`config.mk`:
```
export PLATFORM = sky130hd
export DESIGN_NAME = prefetch_queue_flat
export DESIGN_NICKNAME = d
export VERILOG_FILES = /design/src/rtl/prefetch_queue_if.sv /design/src/rtl/prefetch_queue.sv /design/src/flat_wrapper.sv
export SDC_FILE = /design/constraint.sdc
export NUM_CORES = 1
export LEC_CHECK = 0
export ABC_AREA = 1
export CORE_AREA = 5 5 163 165
export DETAILED_ROUTE_END_ITERATION = 10
export DIE_AREA = 0 0 168 170
export GPL_TIMING_DRIVEN = 0
export PLACE_DENSITY = 0.76
export SLEW_MARGIN = 10
export SYNTH_ARGS = -nofsm -noshare
export SYNTH_HDL_FRONTEND = slang
export SYNTH_SLANG_ARGS = --single-unit
```
`constraint.sdc`:
```
create_clock -name i_clock -period 3.6 [get_ports i_clock]
set_input_delay 0.72 -clock i_clock [delete_from_list [all_inputs] [get_ports i_clock]]
set_output_delay 0.72 -clock i_clock [all_outputs]
set_load 0.02 [all_outputs]
```
`src/rtl/prefetch_queue_if.sv`:
```
// Code-port and queue-port signals of the prefetcher.
// master: prefetch_queue side; slave: BIU/decoder/flush source side.
interface prefetch_queue_if #(
   parameter int DEPTH = 4
) ();
   localparam int CW = $clog2(DEPTH + 1);

   logic          i_flush;
   logic [31:0]   i_flush_address;
   logic          o_code_vaild;
   logic          i_code_ready;
   logic [31:0]   o_code_address;
   logic [31:0]   i_code_data_read;
   logic          o_queue_vaild;
   logic          i_queue_ready;
   logic [31:0]   o_queue_data;
   logic [31:0]   o_queue_address;
   logic [CW-1:0] o_queue_count;

   modport master (
      input  i_flush, i_flush_address, i_code_ready, i_code_data_read, i_queue_ready,
      output o_code_vaild, o_code_address, o_queue_vaild, o_queue_data, o_queue_address,
             o_queue_count
   );

   modport slave (
      output i_flush, i_flush_address, i_code_ready, i_code_data_read, i_queue_ready,
      input  o_code_vaild, o_code_address, o_queue_vaild, o_queue_data, o_queue_address,
             o_queue_count
   );
endinterface

```
`src/rtl/prefetch_queue.sv`:
```
// Sequential dword code prefetcher with a DEPTH-entry FIFO of {data, address};
// a flush discards queued and in-flight code and restarts at a new address.
module prefetch_queue #(
   parameter int          DEPTH         = 4,
   parameter logic [31:0] RESET_ADDRESS = 32'hFFFF_FFF0
) (
   input logic              i_clock,
   input logic              i_reset_n,
   prefetch_queue_if.master bus
);
   localparam int            PW   = $clog2(DEPTH);
   localparam int            CW   = $clog2(DEPTH + 1);
   localparam logic [CW-1:0] FULL = CW'(DEPTH);

   typedef enum logic [1:0] {IDLE, REQ, DROP} state_t;

   state_t        state;
   logic [31:0]   code_address;
   logic [CW-1:0] count;
   logic [CW-1:0] count_next;
   logic [PW-1:0] rd_ptr;
   logic [PW-1:0] wr_ptr;
   logic [31:0]   data_mem [DEPTH];
   logic [31:0]   addr_mem [DEPTH];
   logic          push;
   logic          pop;

   always_comb begin
      pop        = (count != '0) & bus.i_queue_ready;
      push       = (state == REQ) & bus.i_code_ready & ~bus.i_flush;
      count_next = count + CW'(push) - CW'(pop);
   end

   always_ff @(posedge i_clock or negedge i_reset_n) begin
      if (!i_reset_n) begin
         state        <= IDLE;
         code_address <= RESET_ADDRESS & 32'hFFFF_FFFC;
         count        <= '0;
         rd_ptr       <= '0;
         wr_ptr       <= '0;
         for (int unsigned i = 0; i < DEPTH; i++) begin
            data_mem[i] <= '0;
            addr_mem[i] <= '0;
         end
      end else if (bus.i_flush) begin
         count        <= '0;
         rd_ptr       <= '0;
         wr_ptr       <= '0;
         code_address <= bus.i_flush_address & 32'hFFFF_FFFC;
         // An outstanding fetch not answered this cycle must be drained before reuse
         state        <= (state == IDLE || bus.i_code_ready) ? REQ : DROP;
      end else begin
         if (push) begin
            data_mem[wr_ptr] <= bus.i_code_data_read;
            addr_mem[wr_ptr] <= code_address;
            wr_ptr           <= wr_ptr + 1'b1;
            code_address     <= code_address + 32'd4;
         end
         if (pop) rd_ptr <= rd_ptr + 1'b1;
         count <= count_next;
         case (state)
            IDLE:    if (count < FULL) state <= REQ;
            REQ:     if (bus.i_code_ready) state <= (count_next < FULL) ? REQ : IDLE;
            DROP:    if (bus.i_code_ready) state <= REQ;
            default: state <= IDLE;
         endcase
      end
   end

   assign bus.o_code_vaild    = (state != IDLE) & ~bus.i_code_ready;
   assign bus.o_code_address  = code_address;
   assign bus.o_queue_vaild   = (count != '0);
   assign bus.o_queue_data    = data_mem[rd_ptr];
   assign bus.o_queue_address = addr_mem[rd_ptr];
   assign bus.o_queue_count   = count;
endmodule

```
`src/flat_wrapper.sv`:
```
// flat-port wrapper written by rule: the top's interface ports become plain ports
module prefetch_queue_flat 
#(
   parameter int          DEPTH         = 4,
   parameter logic [31:0] RESET_ADDRESS = 32'hFFFF_FFF0
)
  (i_clock, i_reset_n, bus_i_flush, bus_i_flush_address, bus_i_code_ready, bus_i_code_data_read, bus_i_queue_ready, bus_o_code_vaild, bus_o_code_address, bus_o_queue_vaild, bus_o_queue_data, bus_o_queue_address, bus_o_queue_count);
  prefetch_queue_if #(.DEPTH(DEPTH)) bus_i ();
  input logic i_clock;
  input logic i_reset_n;
  input wire logic [$bits(bus_i.i_flush)-1:0] bus_i_flush;
  input wire logic [$bits(bus_i.i_flush_address)-1:0] bus_i_flush_address;
  input wire logic [$bits(bus_i.i_code_ready)-1:0] bus_i_code_ready;
  input wire logic [$bits(bus_i.i_code_data_read)-1:0] bus_i_code_data_read;
  input wire logic [$bits(bus_i.i_queue_ready)-1:0] bus_i_queue_ready;
  output wire logic [$bits(bus_i.o_code_vaild)-1:0] bus_o_code_vaild;
  output wire logic [$bits(bus_i.o_code_address)-1:0] bus_o_code_address;
  output wire logic [$bits(bus_i.o_queue_vaild)-1:0] bus_o_queue_vaild;
  output wire logic [$bits(bus_i.o_queue_data)-1:0] bus_o_queue_data;
  output wire logic [$bits(bus_i.o_queue_address)-1:0] bus_o_queue_address;
  output wire logic [$bits(bus_i.o_queue_count)-1:0] bus_o_queue_count;
  assign bus_i.i_flush = bus_i_flush;
  assign bus_i.i_flush_address = bus_i_flush_address;
  assign bus_i.i_code_ready = bus_i_code_ready;
  assign bus_i.i_code_data_read = bus_i_code_data_read;
  assign bus_i.i_queue_ready = bus_i_queue_ready;
  assign bus_o_code_vaild = bus_i.o_code_vaild;
  assign bus_o_code_address = bus_i.o_code_address;
  assign bus_o_queue_vaild = bus_i.o_queue_vaild;
  assign bus_o_queue_data = bus_i.o_queue_data;
  assign bus_o_queue_address = bus_i.o_queue_address;
  assign bus_o_queue_count = bus_i.o_queue_count;
  prefetch_queue #(.DEPTH(DEPTH), .RESET_ADDRESS(RESET_ADDRESS)) u_core (.i_clock(i_clock), .i_reset_n(i_reset_n), .bus(bus_i));
endmodule
```
Word level (Yosys, flattened, before mapping)
Cells that the tools add are included.

Flip-flop bits (word level): 297. Bits of input ports: 69. Output and inout port bits: 101. Logic and storage cells: 69.

Add/subtract/negate cells: 5. $lt $le $gt $ge: 5. Equality and inequality tests: 5. Multiplexer cells: 24. Bitwise operators: 8. Reduce and logical (&&, ||, !) cells: 9.

Operators by type and width (number): $bwmux W128 (2); $mux W32 (7); $bmux W32 S2 (2); $demux W32 S2 (1); $add A32 B3 Y32 const B (1); $mux W2 (9); $ne A3 B3 Y1 const B (3); $ge A3 B3 Y1 const B (2); $lt A3 B3 Y1 const B (2); $not A2 Y3 (2); $pmux W2 S3 (1); $reduce_bool A2 Y1 (3); $add A2 B1 Y2 const B (2); $and A1 B1 Y1 (4); $add A3 B1 Y3 (1); $lt A3 B1 Y1 const B (1); $mux W3 (1); $reduce_and A3 Y1 (1); $reduce_bool A3 Y1 (1); $sub A3 B1 Y3 (1); $eq A2 B1 Y1 const B (1); $eq A2 B2 Y1 const B (1); $logic_not A2 Y1 (1); $not A1 Y1 (2); 4 further kinds (4).

Logic depth before layout (Yosys ltp)
Depth after elaboration: 10. Mapped depth: 14. Gate-level depth less buffers: 13.

Least setup slack after synthesis
No wires, ideal clock.

Path kind: input to register. From: in bus_i_code_ready. To: reg u_core.state[0]. Library setup time: 71 ps. Arrival time: 2420 ps. Data required time: 3529 ps. Path slack: 1109 ps. Stages on the path: 13. Path buffers: 2. Cells stage by stage: nand3_4 -> nor2_8 -> buf_4 -> buf_6 -> ha_1 -> inv_1 -> fa_1 -> xnor2_1 -> xor2_1 -> nand2_1 -> nand2_1 -> nand2_1 -> nor2_1.

Cells in the longest elaborated chain, start to end: 9. Elaborated cells between the ends (all ways): 14. Those cells by class: add/sub: 2; order compare: 1; eq/ne: 2; mux: 5; bitwise: 2; reduce/logical: 2.

RTL lines: start: declaration (line flat_wrapper.sv:13) `input wire logic [$bits(bus_i.i_code_ready)-1:0] bus_i_code_ready;`; $and A1 B1 Y1 (2 in series) (line prefetch_queue.sv:30) `push = (state == REQ) & bus.i_code_ready & ~bus.i_flush;`; $add A3 B1 Y3 (line prefetch_queue.sv:31) `count_next = count + CW'(push) - CW'(pop);`; $sub A3 B1 Y3 (line prefetch_queue.sv:31); $lt A3 B3 Y1 (line prefetch_queue.sv:63) `REQ: if (bus.i_code_ready) state <= (count_next < FULL) ? REQ : IDLE;`; $mux W1 (line prefetch_queue.sv:63); $mux W2 (line prefetch_queue.sv:63); $pmux W2 S3 (line prefetch_queue.sv:61) `case (state)`; $mux W2 (line prefetch_queue.sv:45) `end else if (bus.i_flush) begin`; end signal: assignment (line prefetch_queue.sv:51) `state <= (state == IDLE || bus.i_code_ready) ? REQ : DROP;`; end signal: assignment (line prefetch_queue.sv:63); end: declaration (line prefetch_queue.sv:17) `state_t state;`.

Parallel ways exist; a longest one is shown, timed or not. The select of a mux whose other input is x is not followed. A chain may end at the register's enable or synchronous reset.

Worst setup path in the final report
From: reg u_core.rd_ptr[0]. To: out bus_o_queue_data[17].

Cells in the longest elaborated chain, start to end: 4.

RTL lines: start: declaration (line prefetch_queue.sv:21) `logic [PW-1:0] rd_ptr;`; start signal: assignment (line prefetch_queue.sv:59) `if (pop) rd_ptr <= rd_ptr + 1'b1;`; $not A2 Y3 (implied by the code) (line prefetch_queue.sv:73) `assign bus.o_queue_data = data_mem[rd_ptr];`; $bmux W32 S2 (line prefetch_queue.sv:73); $mux W32 (implied by the code) (2 in series) (line prefetch_queue.sv:73); end: declaration (line flat_wrapper.sv:19) `output wire logic [$bits(bus_i.o_queue_data)-1:0] bus_o_queue_data;`.

Every way passes these cells. The select of a mux whose other input is x is not followed.

==> metrics.md <==
| Metric | Value |
|---|---|
| Antenna viol nets, final | `0` |
| CTS Sinks | `287` |
| CP peak stage delay | `0.66 ns` |
| Fin crit share | `0.976` |
| Clock Skews | `0.0160 ns` |
| Area share of the leading cell type in the synthesized netlist | `0.483` |
| Worst VDD drop | `433 uV` |
| Minimum clock period after layout | `3.51 ns` |
| Power per cell area | `slightly above 800 nW/um^2` |
| Register area share after synthesis | `0.538` |
| # port buffers | `163` |
| Synth Instances | `1604` |
| Synth-to-Final Area Change | `22.9%` |
| Layout cells sized above 1 | `0.0855` |
| Global route overflow | `0` |
| CTS Buf Count | `30` |
| Clk_lat worst skew | `about 0.54 ns` |
| Synth warn | `0` |
| Final setup vio count | `0` |
| Fillers | `between 2000 and 2500` |
| Flops & latches, synth | `287` |
| Clock share of power | `0.221` |
| Seq pwr share | `0.377` |
| Worst slew pin tran | `0.768 ns` |
| Via/cell ratio | `5.68` |
| Net Sw Frac | `0.379` |
| Total number of vias | `12233` |
| DIE HEIGHT | `170 um` |
| Initial antenna violation count | `1` |
| Placed Cells | `2102` |
| Finished Layout Cells | `approximately 2200` |
| Die W | `168 um` |
| Outcome | `complete, no violations` |
| Peak Freq | `0.285 GHz` |
| DR WL/cell | `roughly 19 um` |
| Crit path max fanout | `10` |
| H-Tree Depth | `1` |
| CTS Buffer Depth | `3` |
| Post-Syn Area | `about 13000 um^2` |
| RSZ-0062 raised after global routing | `false` |
| WL final | `40.4 mm` |
| Core area | `approximately 25000 um^2` |
| First-pass GRT wire length | `65.4 mm` |
| Full die area | `28600 um^2` |
| Setup CP Type | `register to output pin` |
| Synth cell count leaders | `399 x nand2_1, 259 x dfrtp_1, 232 x o21ai_1` |
| Fraction of registers with async set or reset after synthesis | `1.00` |
| Final hold viol count | `0` |
| LEAKAGE | `roughly 7.7 nW` |
| Ys flop type | `dfrtp_1` |
| Pre-antenna DRT Iters | `8` |
| Vias in the first global route | `12274` |
| Top cells by area, synth | `dfrtp_1 48%, nand2_1 11%, o21ai_1 8.7%, dfstp_2 5.5%, o21ai_0 5.4%` |
| Max-cap violations | `0` |
| Nets | `1881` |
| Yosys top cell by area | `dfrtp_1` |
| Standard-cell rows | `58` |
| Final Slew Violations | `0` |
| Final GP Congestion | `0.875` |
| CP Capture Type | `output pin` |
| Top-count cell post-synth | `nand2_1` |
| DR DRC count | `0` |
| Internal power | `8.28 mW` |
| Initial drt markers | `1323` |
| Critical-path top delay cell | `clkdlybuf4s50_1` |
| Diode count | `0` |
| Syn avg cell area | `8.36 um^2` |
| Yosys cell types | `36` |
| Psw | `5.06 mW` |
| HPWL Detailed | `about 28 mm` |
| Initial Utilization | `0.539` |
| Slew Limit Headroom | `0.483` |
| WP data required | `2.88 ns` |
| # IOs | `170` |
| Crit-path cells | `buf_2 -> clkinvlp_4 -> clkbuf_1 -> o21ai_0 -> o22ai_1 -> clkdlybuf4s50_1` |
| Worst EP arrival | `2.79 ns` |
| CTS clock-pin slew for the worst setup and hold paths | `0.06 ns` |
| Worst Setup Start Kind | `register` |
| CTS tree | `done` |
| Worst min path class | `primary input to asynchronous set/reset pin` |
| Util after Layout | `0.662` |
| Gr usage total | `0.282` |
| Combinational power share | `0.402` |
| Largest net degree at the start of global routing | `101` |
| EDFF count, synth | `0` |
| CTS Root Cell | `clkbuf_16` |
metrics by stage:
| stage | power, mW | setup TNS, ns | cell area, um^2 | hold slack, ns | setup slack (ns) |
|---|---|---|---|---|---|
| floorplan | 8.04 | 0 | 13400 | 0.424 | 1.11 |
| global placement | 10.3 | -2893.64 | 15500 | 0.460 | -10.47 |
| detailed placement | 10.4 | 0 | 15500 | 0.464 | 0.128 |
| CTS | 13.3 | 0 | 16500 | 0.242 | 0.0183 |
| global route | 14.2 | 0 | 16500 | 0.263 | 0.00930 |
| finish | 13.3 | 0 | 16500 | 0.218 | 0.0868 |
state kept, by name (all words and copies together), names as in the netlist:
register	flops
u_core.wr_ptr	2
u_core.bus.o_queue_count	3
u_core.state	2
u_core.bus.o_code_address	30
u_core.addr_mem	120
u_core.data_mem	128
u_core.rd_ptr	2
metal layers:
metal | vias up | GRT usage | share of wire
li1 | 5691 | - | -
met1 | 5894 | 0.384 | 0.42
met5 | - | 0 | 0.00049
met4 | 2 | 0.0932 | 0.029
met3 | 91 | 0.0425 | 0.075
met2 | 555 | 0.469 | 0.47
placed cells by master, fill, tap and decap left out, drive strengths merged, types with 13 or more instances in the layout:
master,count
nand2,404
o21ai,386
dfrtp,259
nor2,186
clkdlybuf4s50,158
inv,91
clkbuf,90
buf,65
o22ai,63
nand3,36
dfstp,28
xor2,13
cell families (layout without fill, tap and decap cells):
family | count (synthesis) | after routing | share of synthesized area
AO/OA/AOI/OAI | 466 | 466 | 0.185
XOR/XNOR | 14 | 14 | 0.00914
flip-flops | 287 | 287 | 0.538
adder cells (fa/ha/maj) | 8 | 8 | 0.00802
AND/OR/NAND/NOR | 631 | 631 | 0.186
other | 1 | 4 | 0.000280
buffers and inverters | 197 | 415 | 0.0743
final timing paths:
check                                                 startpoint                                         to  cells after the start  slack [ns]
setup reg to reg           u_core.bus.o_queue_count[1]$_DFF_PN0_                u_core.state[0]$_DFFE_PN0P_                     13        0.79
max in group asynchronous                              i_reset_n  u_core.bus.o_code_address[24]$_DFFE_PN1N_                      2        2.41
setup / recovery                    u_core.rd_ptr[0]$_DFFE_PN0P_                       bus_o_queue_data[17]                      6        0.09
hold reg to reg                  u_core.addr_mem[66]$_DFFE_PN0P_            u_core.addr_mem[66]$_DFFE_PN0P_                      2        0.48
min in group i_clock             u_core.addr_mem[66]$_DFFE_PN0P_            u_core.addr_mem[66]$_DFFE_PN0P_                      2        0.48
hold / removal                                         i_reset_n            u_core.data_mem[15]$_DFFE_PN0P_                      1        0.22
what timing repair did:
action,in CTS,in global routing
resized for setup,11,17
hold endpoints to repair,0,0
hold buffers,0,0
pin swaps,0,0
setup buffers,0,0
endpoints found under the setup margin,20,33
cell type report:
cell class              instances  area (um^2)  area share
clock inverters                 5         25.0     0.00152
inverters                      93          353      0.0214
clock buffers                  48          910      0.0552
well taps                     330          413      0.0250
flip-flops and latches        287         7220       0.438
plain buffers                 104          671      0.0407
repair buffers                165         1690       0.102
multi-input cells            1123         5210       0.316
critical path: cells and delay by family, from the launching register on:
kind,cells,cell delay (ns)
buffers and inverters,4,1.47
AOI/OAI and AO/OA,2,0.44
DFF,1,0.35
power by group through the flow:
stage	clock [mW]	sequential, mW	combinational [mW]
floorplan	0	4.97	3.07
global placement	0	5.02	5.24
detailed placement	0	5.04	5.35
CTS	2.97	5.00	5.38
global route	3.13	5.16	5.87
finish	2.95	5.03	5.37
(Power assumes the default switching activity.)
